==> config.mk <==
export PLATFORM = sky130hd
export DESIGN_NAME = i2s_rx_deser
export DESIGN_NICKNAME = d
export VERILOG_FILES = /design/src/rtl/i2s_rx_deser.sv
export SDC_FILE = /design/constraint.sdc
export NUM_CORES = 1
export LEC_CHECK = 0
export CORE_ASPECT_RATIO = 1.1
export CORE_MARGIN = 2
export CORE_UTILIZATION = 30
export DETAILED_ROUTE_END_ITERATION = 16
export HOLD_SLACK_MARGIN = 0.08
export PLACE_DENSITY = 0.56
export SYNTH_ARGS = -nofsm -noshare
export SYNTH_HDL_FRONTEND = slang
export SYNTH_SLANG_ARGS = --single-unit
export TNS_END_PERCENT = 10
==> constraint.sdc <==
create_clock -name clk -period 2.85 [get_ports clk]
set_clock_uncertainty 0.05 [all_clocks]
set_input_delay 0.4275 -clock clk [delete_from_list [all_inputs] [get_ports clk]]
set_output_delay 0.4275 -clock clk [all_outputs]
set_load 0.05 [all_outputs]
==> src/rtl/i2s_rx_deser.sv <==
// i2s_rx_deser: oversampled I2S receiver. Samples bit clock, word clock and
// serial data in the clk domain. Emits one left/right sample pair per frame
// with a one-cycle valid strobe.
//
// Ports:
//   clk, rst_n      system clock, asynchronous active-low reset
//   i_bck           I2S bit clock (asynchronous)
//   i_lrck          I2S word clock (asynchronous)
//   i_adata         I2S serial data (asynchronous)
//   o_left/o_right  last complete sample pair, two's complement
//   o_valid         one-cycle strobe, o_left/o_right updated
//   o_locked        a full left+right frame has been captured since the last error/reset
//   o_frame_err     one-cycle strobe, word clock toggled mid-word
//   o_err_cnt       saturating frame-error count (only with I2S_RX_ERRCNT_EN)
//
// Optional feature macro: I2S_RX_ERRCNT_EN adds o_err_cnt.
module i2s_rx_deser #(
    parameter int unsigned DATA_W        = 24,
    parameter int unsigned SYNC_STAGES   = 2,
    parameter bit          LRCK_LEFT_LVL = 1'b0
) (
    input  logic              clk,
    input  logic              rst_n,
    input  logic              i_bck,
    input  logic              i_lrck,
    input  logic              i_adata,
    output logic [DATA_W-1:0] o_left,
    output logic [DATA_W-1:0] o_right,
    output logic              o_valid,
    output logic              o_locked,
`ifdef I2S_RX_ERRCNT_EN
    output logic              o_frame_err,
    output logic [7:0]        o_err_cnt
`else
    output logic              o_frame_err
`endif
);

    localparam int unsigned CNT_W = $clog2(DATA_W + 1);

    typedef enum logic [1:0] {
        ST_HUNT  = 2'd0,
        ST_SHIFT = 2'd1,
        ST_PAD   = 2'd2
    } state_t;

    // Synchronizer chains, newest sample in bit 0
    logic [SYNC_STAGES-1:0] bck_sync_q, bck_sync_d;
    logic [SYNC_STAGES-1:0] lrck_sync_q, lrck_sync_d;
    logic [SYNC_STAGES-1:0] adata_sync_q, adata_sync_d;

    // Registered bit-clock rise with lrck/data sampled in the same cycle
    logic bck_dly_q, bck_dly_d;
    logic rise_q, rise_d;
    logic lrck_smp_q, lrck_smp_d;
    logic adata_smp_q, adata_smp_d;

    // Word-clock edge tracking; primed_q masks the first rise after reset
    logic primed_q, primed_d;
    logic lrck_prev_q, lrck_prev_d;

    state_t            state_q, state_d;
    logic [CNT_W-1:0]  cnt_q, cnt_d;
    logic              chan_right_q, chan_right_d;
    logic [DATA_W-1:0] shreg_q, shreg_d;
    logic [DATA_W-1:0] hold_q, hold_d;
    logic              hold_vld_q, hold_vld_d;

    logic [DATA_W-1:0] left_q, left_d;
    logic [DATA_W-1:0] right_q, right_d;
    logic              valid_q, valid_d;
    logic              locked_q, locked_d;
    logic              ferr_q, ferr_d;

`ifdef I2S_RX_ERRCNT_EN
    logic [7:0] err_cnt_q, err_cnt_d;
`endif

    logic              ws_edge;
    logic              new_right;
    logic [DATA_W-1:0] shreg_nxt;

    // Next-state and output computation
    always_comb begin
        bck_sync_d   = {bck_sync_q[SYNC_STAGES-2:0], i_bck};
        lrck_sync_d  = {lrck_sync_q[SYNC_STAGES-2:0], i_lrck};
        adata_sync_d = {adata_sync_q[SYNC_STAGES-2:0], i_adata};
        bck_dly_d    = bck_sync_q[SYNC_STAGES-1];
        rise_d       = bck_sync_q[SYNC_STAGES-1] & ~bck_dly_q;
        lrck_smp_d   = lrck_sync_q[SYNC_STAGES-1];
        adata_smp_d  = adata_sync_q[SYNC_STAGES-1];

        primed_d     = primed_q;
        lrck_prev_d  = lrck_prev_q;
        state_d      = state_q;
        cnt_d        = cnt_q;
        chan_right_d = chan_right_q;
        shreg_d      = shreg_q;
        hold_d       = hold_q;
        hold_vld_d   = hold_vld_q;
        left_d       = left_q;
        right_d      = right_q;
        locked_d     = locked_q;
        valid_d      = 1'b0;
        ferr_d       = 1'b0;

        ws_edge   = primed_q & (lrck_smp_q ^ lrck_prev_q);
        new_right = lrck_smp_q ^ LRCK_LEFT_LVL;
        shreg_nxt = {shreg_q[DATA_W-2:0], adata_smp_q};

        if (rise_q) begin
            primed_d    = 1'b1;
            lrck_prev_d = lrck_smp_q;
            case (state_q)
                ST_HUNT: begin
                    if (ws_edge) begin
                        state_d      = ST_SHIFT;
                        cnt_d        = '0;
                        chan_right_d = new_right;
                    end
                end
                ST_SHIFT: begin
                    if (ws_edge) begin
                        // Word clock moved before the word filled: drop it, restart
                        ferr_d       = 1'b1;
                        locked_d     = 1'b0;
                        hold_vld_d   = 1'b0;
                        cnt_d        = '0;
                        chan_right_d = new_right;
                    end else begin
                        shreg_d = shreg_nxt;
                        if (cnt_q == CNT_W'(DATA_W - 1)) begin
                            state_d = ST_PAD;
                            cnt_d   = CNT_W'(DATA_W);
                            if (!chan_right_q) begin
                                hold_d     = shreg_nxt;
                                hold_vld_d = 1'b1;
                            end else begin
                                right_d = shreg_nxt;
                                // Pair is only emitted when a left word of this epoch is held
                                if (hold_vld_q) begin
                                    left_d     = hold_q;
                                    valid_d    = 1'b1;
                                    locked_d   = 1'b1;
                                    hold_vld_d = 1'b0;
                                end
                            end
                        end else begin
                            cnt_d = cnt_q + CNT_W'(1);
                        end
                    end
                end
                ST_PAD: begin
                    if (ws_edge) begin
                        state_d      = ST_SHIFT;
                        cnt_d        = '0;
                        chan_right_d = new_right;
                    end
                end
                default: begin
                    state_d = ST_HUNT;
                    cnt_d   = '0;
                end
            endcase
        end

`ifdef I2S_RX_ERRCNT_EN
        err_cnt_d = err_cnt_q;
        if (ferr_d && (err_cnt_q != 8'hFF)) begin
            err_cnt_d = err_cnt_q + 8'd1;
        end
`endif
    end

    // State and output registers
    always_ff @(posedge clk or negedge rst_n) begin
        if (!rst_n) begin
            bck_sync_q   <= '0;
            lrck_sync_q  <= '0;
            adata_sync_q <= '0;
            bck_dly_q    <= 1'b0;
            rise_q       <= 1'b0;
            lrck_smp_q   <= 1'b0;
            adata_smp_q  <= 1'b0;
            primed_q     <= 1'b0;
            lrck_prev_q  <= 1'b0;
            state_q      <= ST_HUNT;
            cnt_q        <= '0;
            chan_right_q <= 1'b0;
            shreg_q      <= '0;
            hold_q       <= '0;
            hold_vld_q   <= 1'b0;
            left_q       <= '0;
            right_q      <= '0;
            valid_q      <= 1'b0;
            locked_q     <= 1'b0;
            ferr_q       <= 1'b0;
`ifdef I2S_RX_ERRCNT_EN
            err_cnt_q    <= '0;
`endif
        end else begin
            bck_sync_q   <= bck_sync_d;
            lrck_sync_q  <= lrck_sync_d;
            adata_sync_q <= adata_sync_d;
            bck_dly_q    <= bck_dly_d;
            rise_q       <= rise_d;
            lrck_smp_q   <= lrck_smp_d;
            adata_smp_q  <= adata_smp_d;
            primed_q     <= primed_d;
            lrck_prev_q  <= lrck_prev_d;
            state_q      <= state_d;
            cnt_q        <= cnt_d;
            chan_right_q <= chan_right_d;
            shreg_q      <= shreg_d;
            hold_q       <= hold_d;
            hold_vld_q   <= hold_vld_d;
            left_q       <= left_d;
            right_q      <= right_d;
            valid_q      <= valid_d;
            locked_q     <= locked_d;
            ferr_q       <= ferr_d;
`ifdef I2S_RX_ERRCNT_EN
            err_cnt_q    <= err_cnt_d;
`endif
        end
    end

    assign o_left      = left_q;
    assign o_right     = right_q;
    assign o_valid     = valid_q;
    assign o_locked    = locked_q;
    assign o_frame_err = ferr_q;
`ifdef I2S_RX_ERRCNT_EN
    assign o_err_cnt   = err_cnt_q;
`endif

endmodule

==> results_dict.tcl, run 1 <==
set metrics [dict create \
    place_area_um2 5285 \
    nFillCells 1364 \
    synth_flop_cell "dfrtp_1" \
    fin_crit_ns 2.321 \
    clkPwrFrac 0.475 \
    ant_nets 0 \
    power_leakage_nw 2.776 \
    drc 0 \
    crit_type "flip-flop to flip-flop" \
    synth-warning-count 0 \
    cts_buffers 17 \
    holdBufCountCts 1 \
    worstSkewPairLatency_ns 0.40 \
    fin_tns_setup_ns 0 \
    startpoint_type "flip-flop" \
    async_reset_ff_frac 1.000 \
    start_util 0.3089 \
    fmax_ghz 0.4309 \
    drv_slew 0 \
    min_to "adata_smp_q" \
    cts.sink_count 119 \
    yosys_register_bits 119 \
    drtPass1Iterations 4 \
    rows 46 \
    critPathMaxStageDelay_ns 0.38 \
    period_share 0.8142 \
    multi_input_area_um2 1428 \
    gp_congestion 0.7102 \
    whs_ns 0.2946 \
    h-tree-depth 4 \
    die_h_um 132.4 \
    fin_area_um2 5821 \
    power.internal_mw 3.092 \
    hold_viol 0 \
    antenna_found_initial 0 \
    maxSlewHeadroom 0.5613 \
    viasPerCell 4.403 \
    cp_max_fo 24 \
    grt_pass1_vias 2764 \
    arrival_ns 2.55 \
    clk_pin_slew_ns 0.05 \
    p_seq_frac 0.471 \
    hold_start "adata_sync_q[1]" \
    grt_use_total 0.1156 \
    dieArea_um2 15990 \
    cts_setup_buffers 0 \
    drtIter0Drc 122 \
    finalSetupViolCount 0 \
    place_hpwl_um 5189 \
    power.total_mw 3.965 \
    yosysSeqAreaShare 0.6620 \
    status "complete, no violations" \
    postSynthCellCount 274 \
    r2r_slack_ns 0.53 \
    critPathSlowestCell "dfrtp_1" \
    placed_cells 519 \
    yosysUniqueCellTypes 34 \
    fin_nets 353 \
    io_pins 56 \
    worstMarginPinSlew_ns 0.6580 \
    core_um2 14560 \
    syn_nets 280 \
    p_switching_uw 872.7 \
    whs_path_depth 0 \
    powerDensity_nw_per_um2 681.1 \
    grt_pass1_wl_um 14370 \
    p_sw_frac 0.2201 \
    synth_area_um2 4498 \
    synth_area_per_cell_um2 16.42 \
    worst_ep_required_time_ns 3.08 \
    endpoint_kind "flip-flop" \
    synth-edff-count 0 \
    wl_per_cell_um 15.08 \
    regArea_um2 2978 \
    irDropWorstVdd_v 0.0003813 \
    antenna_cells 0 \
    die_x_um 120.8 \
    r2r_start "cnt_q[0]" \
    clk_path_buf_depth 2 \
    rsz0062_at_grt "no" \
    clockRootBuffer "clkbuf_16" \
    drv_cap 0 \
    overflow 0 \
    cts_resized 0 \
    critPathLaunch "cnt_q[0]" \
    drt_wl_total_um 8280 \
    grt_max_degree 56 \
    r2r_end "hold_q[16]" \
    cts_tree "built" \
    vias 2417 \
    port_buffers 55 \
    area_growth_syn_to_layout_pct 29.40 \
    drive_above_1_share 0.3950 \
    crit_chain "ha_1, nand4b_2, a211oi_1, nor2b_2, buf_4, mux2_2" \
    hp-class "flip-flop to flip-flop" \
    r2r.worst_path.cells 6 \
    pwr-share-comb 0.054 \
    finalNonFillerCells 549 \
]
## cell families (layout without fill, tap and decap cells)
group / count (synthesis) / count (layout) / share of synthesized area
flip-flops: 119 / 119 / 0.6620
buffers and inverters: 14 / 97 / 0.02281
XOR/XNOR: 1 / 1 / 0.001948
AO/OA/AOI/OAI: 17 / 17 / 0.02504
multiplexers: 98 / 98 / 0.2453
AND/OR/NAND/NOR: 24 / 24 / 0.04006
adder cells (fa/ha/maj): 1 / 1 / 0.002781
## sequential cells by signal, indices dropped and copies added, names as in the netlist
name          count
adata_smp_q       1
adata_sync_q      2
bck_dly_q         1
bck_sync_q        2
chan_right_q      1
cnt_q             5
hold_q           24
hold_vld_q        1
lrck_prev_q       1
lrck_smp_q        1
lrck_sync_q       2
o_frame_err       1
o_left           24
o_locked          1
o_right          24
o_valid           1
primed_q          1
rise_q            1
shreg_q          23
state_q           2
## cells in the mapped netlist, types with 2 or more instances
cell type | count | area [µm²]
a21oi_1 | 3 | 15.01
buf_6 | 5 | 56.30
mux2_2 | 97 | 1092
nor2_1 | 3 | 11.26
dfrtp_1 | 119 | 2978
and2_1 | 3 | 18.77
nand2_1 | 3 | 11.26
buf_4 | 2 | 15.01
nor2b_1 | 2 | 12.51
o21ai_0 | 6 | 30.03
nand3_1 | 3 | 15.01
buf_2 | 4 | 20.02
inv_1 | 3 | 11.26
## worst max-delay path: cells and delay by family, from the launching register on
family          cells  cell delay (ns)
flops               1             0.38
buf+inv             1             0.33
compound gates      1             0.34
mux                 1             0.38
fa+ha+maj           1             0.23
simple gates        2             0.49
## worst max-delay path by stage
stage,slack [ns],cells after the start,endpoint
2_1_floorplan,0.81,7,hold_q[10]
3_3_place_gp,0.61,6,hold_q[17]
3_5_place_dp,0.54,6,hold_q[16]
4_1_cts,0.52,6,hold_q[6]
5_1_grt,0.35,6,hold_q[4]
6_report,0.53,6,hold_q[16]
## stage by stage
stage	worst slack [ns]	util
after floorplan	0.8066	-
after global placement	0.6107	0.3629
after detailed placement	0.5380	0.3629
after CTS	0.5157	0.3997
after global routing	0.3538	0.3997
final	0.5294	0.3997
## power groups by stage
stage	clock network (mW)	registers, mW	logic [mW]
floorplan	0	1.86	0.150
global placement	0	1.89	0.211
detailed placement	0	1.89	0.218
CTS	1.93	1.87	0.222
global route	2.02	1.88	0.244
finish	1.88	1.87	0.215
## final cells by class
type / instances / share of cell area
Timing Repair Buffer: 65 / 0.1096
Clock inverter: 4 / 0.003439
Tap cell: 192 / 0.04127
Clock buffer: 25 / 0.08684
Inverter: 3 / 0.001935
Sequential cell: 119 / 0.5116
Multi-Input combinational cell: 141 / 0.2453
## metal layers
layer	vias to the layer above	part of all wire	global-route usage
met5	-	0	0
met4	0	0.0092	0.04457
met3	7	0.040	0.03879
met2	49	0.47	0.1767
met1	1231	0.48	0.1519
li1	1130	-	-
## placed cells by master, fill, tap and decap left out, types with 3 or more instances in the layout
master           Yosys  layout
clkbuf_1             0       3
nand2_1              3       3
clkinv_2             0       4
mux2_2              97      97
nand3_1              3       3
buf_4                2       9
and2_1               3       3
a21oi_1              3       3
dfrtp_1            119     119
clkbuf_16            0      17
o21ai_0              6       6
clkdlybuf4s50_1      0      54
inv_1                3       3
nor2_1               3       3
clkbuf_8             0       5
Power figures use the tool's default switching activity.
==> run 2: changes to the inputs <==
--- a/config.mk
+++ b/config.mk
@@ -10,7 +10,7 @@
 export CORE_UTILIZATION = 30
 export DETAILED_ROUTE_END_ITERATION = 16
 export HOLD_SLACK_MARGIN = 0.08
-export PLACE_DENSITY = 0.56
+export PLACE_DENSITY = 0.58
 export SYNTH_ARGS = -nofsm -noshare
 export SYNTH_HDL_FRONTEND = slang
 export SYNTH_SLANG_ARGS = --single-unit
==> constraint.sdc (replaced) <==
create_clock -name clk -period 1.9 [get_ports clk]
set_clock_uncertainty 0.05 [all_clocks]
set_input_delay 0.285 -clock clk [delete_from_list [all_inputs] [get_ports clk]]
set_output_delay 0.285 -clock clk [all_outputs]
set_load 0.05 [all_outputs]
==> run 2 against run 1 <==
Compared with the run above: largest power group unchanged; hold slack worse by 0.14 ns; via count up 4.9%; clock-buffer cell count down 2; global-route usage up 0.073 points; final area up 6.5%; die area unchanged; utilization up 2.6 points; the run now ends with setup timing left; maximum frequency up 20%; critical path depth unchanged; largest cell class unchanged; clock power up 71%.
==> results_dict.tcl, run 2 (synthesis results as in run 1) <==
set metrics [dict create \
    rsz0062_at_grt "yes" \
    violations "setup timing" \
    io_pins 56 \
    h-tree-depth 4 \
    grt_pass1_vias 2735 \
    crit_type "flip-flop to flip-flop" \
    fmax_ghz 0.5169 \
    grt_use_total 0.1163 \
    port_buffers 55 \
    clockRootBuffer "clkbuf_16" \
    irDropWorstVdd_v 0.0005958 \
    worstSkewPairLatency_ns 0.41 \
    power.total_mw 6.434 \
    overflow 0 \
    hp-class "input pin to asynchronous set/reset pin" \
    drt_wl_total_um 8538 \
    antenna_found_initial 0 \
    period_share 1.018 \
    ant_nets 0 \
    cts_buffers 17 \
    viasPerCell 4.449 \
    cp_max_fo 24 \
    start_util 0.3089 \
    powerDensity_nw_per_um2 1038 \
    worst_ep_required_time_ns 2.13 \
    drtPass1Iterations 4 \
    cts_tree "built" \
    vias 2536 \
    nFillCells 1330 \
    fin_tns_setup_ns -0.7353 \
    cts.sink_count 119 \
    critPathLaunch "cnt_q[0]" \
    grt_max_degree 118 \
    fin_nets 372 \
    drc 0 \
    wl_per_cell_um 14.98 \
    die_h_um 132.4 \
    core_um2 14560 \
    grt_pass1_wl_um 14320 \
    final_common_cell "dfrtp_1" \
    dieArea_um2 15990 \
    whs_ns 0.1570 \
    fin_area_um2 6198 \
    die_x_um 120.8 \
    drive_above_1_share 0.4471 \
    worstMarginPinSlew_ns 0.6147 \
    final_cell_mix "dfrtp_1 (119), mux2_2 (82), dlygate4sd2_1 (46)" \
    power_leakage_nw 3.197 \
    status "complete, but fails checks" \
    finalSetupViolCount 35 \
    startpoint_type "flip-flop" \
    drv_cap 0 \
    rows 46 \
    r2r_start "cnt_q[0]" \
    arrival_ns 2.17 \
    fin_ws_ns -0.03449 \
    maxSlewHeadroom 0.5859 \
    r2r_slack_ns -0.03 \
    clk_pin_slew_ns 0.05 \
    place_hpwl_um 5313 \
    area_growth_syn_to_layout_pct 37.80 \
    antenna_cells 0 \
    gp_congestion 0.8180 \
    drtIter0Drc 91 \
    endpoint_kind "flip-flop" \
    place_area_um2 5413 \
    drv_slew 0 \
    fin_crit_ns 1.934 \
    hold_viol 0 \
    finalNonFillerCells 570 \
    clk_path_buf_depth 2 \
    placed_cells 529 \
]
-- run 2: cell count changes in the layout (fill, tap and decap cells not counted), moves of 3 or more --
cell,before,now
buf_4,9,20
mux2_2,97,82
buf_12,1,6
clkdlybuf4s50_1,54,5
bufinv_16,0,3
dlygate4sd2_1,0,46
mux2_4,0,15
-- run 2: final timing paths --
check	endpoint	depth (start not counted)
max in group asynchronous	o_right[23]	3
worst max-delay path	o_right[23]	6
worst min register to register	adata_smp_q	0
worst max register to register	o_right[23]	6
worst min-delay path	o_left[8]	2
min in group clk	bck_sync_q[0]	1
-- run 2: report_power, final --
group / switching, mW / internal [mW] / total, mW
Sequential: 0.138 / 2.67 / 2.81
Clock: 1.06 / 2.15 / 3.22
Combinational: 0.181 / 0.231 / 0.412
-- run 2: layer usage --
metal,share of wire,track usage,routed length [µm]
met1,0.46,0.1422,3907
met2,0.49,0.1833,4141
met3,0.047,0.04957,401
met4,0.010,0.04264,87
met5,0,0,0
-- run 2: stage by stage --
stage	util	setup WS [ns]
after floorplan	-	-0.04275
after global placement	0.3717	-0.09024
after detailed placement	0.3717	-0.1491
after CTS	0.4114	-0.01035
after global routing	0.4257	-0.1042
final	0.4257	-0.03449
-- run 2: timing repair --
| action | CTS | global route |
|---|---|---|
| buffers inserted | 1 | 6 |
| setup endpoints to repair | 119 | 72 |
| cloned | 0 | 2 |
| hold buffers | 1 | 0 |
| resized for setup | 52 | 25 |
| endpoints found under the hold margin | 119 | 0 |
| pin swaps | 1 | 3 |
-- run 2: worst max-delay path: stages (launching register included) --
cell and delay, ns:
dfrtp_1 0.39, ha_4 0.16, nand4b_4 0.13, buf_4 0.17, nor4b_4 0.31, buf_12 0.24, mux2_2 0.35
-- run 2: cell type report --
type	instances	area, µm²	share of cell area
well taps	192	240.2	0.03876
flip-flops and latches	119	2978	0.4804
clock buffers	23	478.0	0.07711
clock inverters	8	121.4	0.01958
repair buffers	84	835.8	0.1348
inverters	3	11.26	0.001817
multi-input cells	141	1534	0.2475
==> RTL edit, RTL diff (settings of run 2) <==
One comparison of `cnt_q` changes from == to >=.
--- a/src/rtl/i2s_rx_deser.sv
+++ b/src/rtl/i2s_rx_deser.sv
@@ -131,3 +131,3 @@
                         shreg_d = shreg_nxt;
-                        if (cnt_q == CNT_W'(DATA_W - 1)) begin
+                        if (cnt_q >= CNT_W'(DATA_W - 1)) begin
                             state_d = ST_PAD;
Behaviour: same outputs for any inputs over 10 cycles, from zero or initial values and one cycle with rst_n low; that may be too few to reach the edited logic, so the function may still have changed.
==> RTL edit against run 2 <==
First-iteration DRC count down 3.3%. Hold slack better by 0.094 ns. Power up 1.6%. Worst setup slack better by 0.10 ns. Count of clock-buffer cells in the layout down 1. Sequential cell count unchanged. Routed wire length down 4.3%. Utilization down 1.8 points. Area after synthesis up 4.1%. Design area down 0.12%. Critical endpoint is now shreg_q[16].
==> RTL edit: results (changes against run 2) <==
STA
  – Max-slew headroom: 0.6221 (was 0.5859)
  – Slew Limit Fails: 0 (unchanged)

Global routing
  – Initial antenna violation count: 0 (unchanged)
  – Pin count of the biggest net entering global routing: 53 (was 118)
  – Vias in the first global route: 2683 (was 2735)
  – Total track usage: 0.1141 (was 0.1163)
  – First-pass GRT wire length: 14050 um (was 14320 um)

Hold path
  – Worst hold path type: in -> reg (was in -> async)

Placement
  – Cell Count Post-Placement: 533 (was 529)
  – Gpl congestion: 0.7461 (was 0.8180)
  – Detailed placer's ending HPWL: 5379 um (was 5313 um)
  – DP Area: 5574 sq um (was 5413 sq um)
  – Number of port buffers: 55 (unchanged)

Status
  – Outcome: completed (was finished with violations)

Power
  – Peak supply drop: 0.0006463 V (was 0.0005958 V)
  – P_leak: 3.278 nW (was 3.197 nW)

Setup path
  – Slowest CP cell: dfrtp_1 (unchanged)
  – Crit-path max FO: 27 (was 24)
  – Crit path max-delay family: flip-flops (was simple AND/OR/NAND/NOR gates)
  – Worst stage delay on the critical path: around 0.40 ns
  – Critical Path AT: 2.08 ns (was 2.17 ns)

Layout
  – Net count, final: 366 (was 372)
  – Fillers: 1429 (was 1330)
  – Layout cell share with drive strength beyond 1: 0.3844 (was 0.4471)
  – # diodes: 0 (unchanged)

Clock network
  – CTS Buf Count: 17 (unchanged)
  – Clk_lat worst skew: approximately 0.42 ns
  – CTS max path bufs: 2 (unchanged)
  – Clock slew seen by the registers of the worst setup and hold paths: 0.05 ns (about the same)
  – H-tree depth: 4 (unchanged)
  – Clk root buf: clkbuf_16 (unchanged)

Route
  – Drt pass-1 iters: 4 (unchanged)
  – Wire per inst: 14.39 um (was 14.98 um)
  – DR top layer: met4 (unchanged)
  – Via count: 2499 (was 2536)
  – WL met2: 3703 um (was 4141 um)
  – Met1 wire length: 3827 um (was 3907 um)
  – Initial DRC count: 88 (was 91)
  – Met3 WL: 472 um (was 401 um)
  – Post-Route WL: 8173 um (was 8538 um)
  – Drt drc: 0 (unchanged)

Yosys
  – Ys flop type: dfrtp_1 (unchanged)
  – Top post-synthesis cells by area: dfrtp_1 (64%), mux2_4 (13%), mux2_2 (9.4%), mux2_1 (4.6%), buf_6 (1.4%) (was dfrtp_1 (66%), mux2_2 (24%), buf_6 (1.3%), o21ai_0 (0.67%), nor4b_4 (0.53%))
  – Seq/Total Area, Yosys: 0.6360 (was 0.6620)
  – Most common library cells after synthesis: dfrtp_1 (119), mux2_2 (39), mux2_4 (39), mux2_1 (19) (was dfrtp_1 (119), mux2_2 (97), o21ai_0 (6), buf_6 (5), buf_2 (4))
  – Post-Syn Nets: 285 (was 280)
  – Synth warnings: 0 (unchanged)
  – Synth cell types: 33 (was 34)
  – Post-Syn Instances: 279 (was 274)
  – Ys async rst share: 1.000 (unchanged)
## RTL edit: changes by cell type in the layout (fill, tap and decap cells not counted), sizes merged, moves of 3 or more
cell / run 2 / this run
clkbuf: 25 / 22
nand2: 3 / 6
nor2: 3 / 6
buf: 30 / 24
## RTL edit: worst register-to-register path, stage by stage, from the launching register on
cell	delay, ns
dfrtp_1	0.40
xor2_2	0.22
a21oi_4	0.26
buf_4	0.40
mux2_2	0.38
## RTL edit: what timing repair did
item | in CTS | in global routing
pin swaps | 0 | 2
hold buffers | 1 | 0
buffers inserted | 0 | 3
endpoints found under the setup margin | 54 | 25
resized for setup | 44 | 4
hold endpoints to repair | 27 | 0
## RTL edit: metal layers
metal,global-route usage,vias up
met5,0,-
met4,0.05492,0
met3,0.05363,21
met2,0.1627,55
met1,0.1453,1276
li1,-,1147
## RTL edit: through the flow
step / worst slack (ns) / setup TNS (ns) / hold WS, ns / power (mW) / util
finish: 0.06858 / 0 / 0.2506 / 6.534 / 0.4080
global route: 0.004171 / 0 / 0.2277 / 6.841 / 0.4080
CTS: -0.03048 / -0.2546 / 0.2351 / 6.609 / 0.4054
detailed placement: -0.01738 / -0.1233 / 0.1837 / 3.213 / 0.3674
global placement: 0.02478 / 0 / 0.1867 / 3.193 / 0.3674
floorplan: 0.03177 / 0 / -0.06059 / 3.044 / -
## RTL edit: logic make-up (layout without fill, tap and decap cells)
kind of cell    after synthesis  in the layout  share of synthesized area
compound gates               18             18                    0.02672
xor+xnor                      1              1                   0.003475
fa+ha+maj                     1              1                   0.002672
buf+inv                      14            107                    0.02271
flops                       119            119                     0.6360
mux                          97             97                     0.2646
simple gates                 29             29                    0.04383
## RTL edit: power by group
group	total, mW	switching [mW]	internal [mW]
clock	3.35	1.07	2.28
sequential	2.79	0.125	2.67
combinational	0.393	0.187	0.206
## RTL edit: final cells by class
class                           instances  area share
Inverter                                3    0.001819
Clock inverter                          9     0.02385
Sequential cell                       119      0.4810
Tap cell                              196     0.03961
Timing Repair Buffer                   73      0.1166
Multi-Input combinational cell        146      0.2605
Clock buffer                           22     0.07660
## RTL edit: path summary, 6_finish.rpt
| path | from | to | slack [ns] | depth (start not counted) |
|---|---|---|---|---|
| hold / removal | i_bck | bck_sync_q[0] | 0.25 | 1 |
| min in group asynchronous | rst_n | o_left[15] | 0.29 | 2 |
| max in group asynchronous | rst_n | lrck_prev_q | 0.92 | 3 |
| setup reg to reg | lrck_prev_q | shreg_q[16] | 0.07 | 4 |
| hold reg to reg | lrck_sync_q[1] | lrck_smp_q | 0.30 | 0 |
| setup / recovery | lrck_prev_q | shreg_q[16] | 0.07 | 4 |
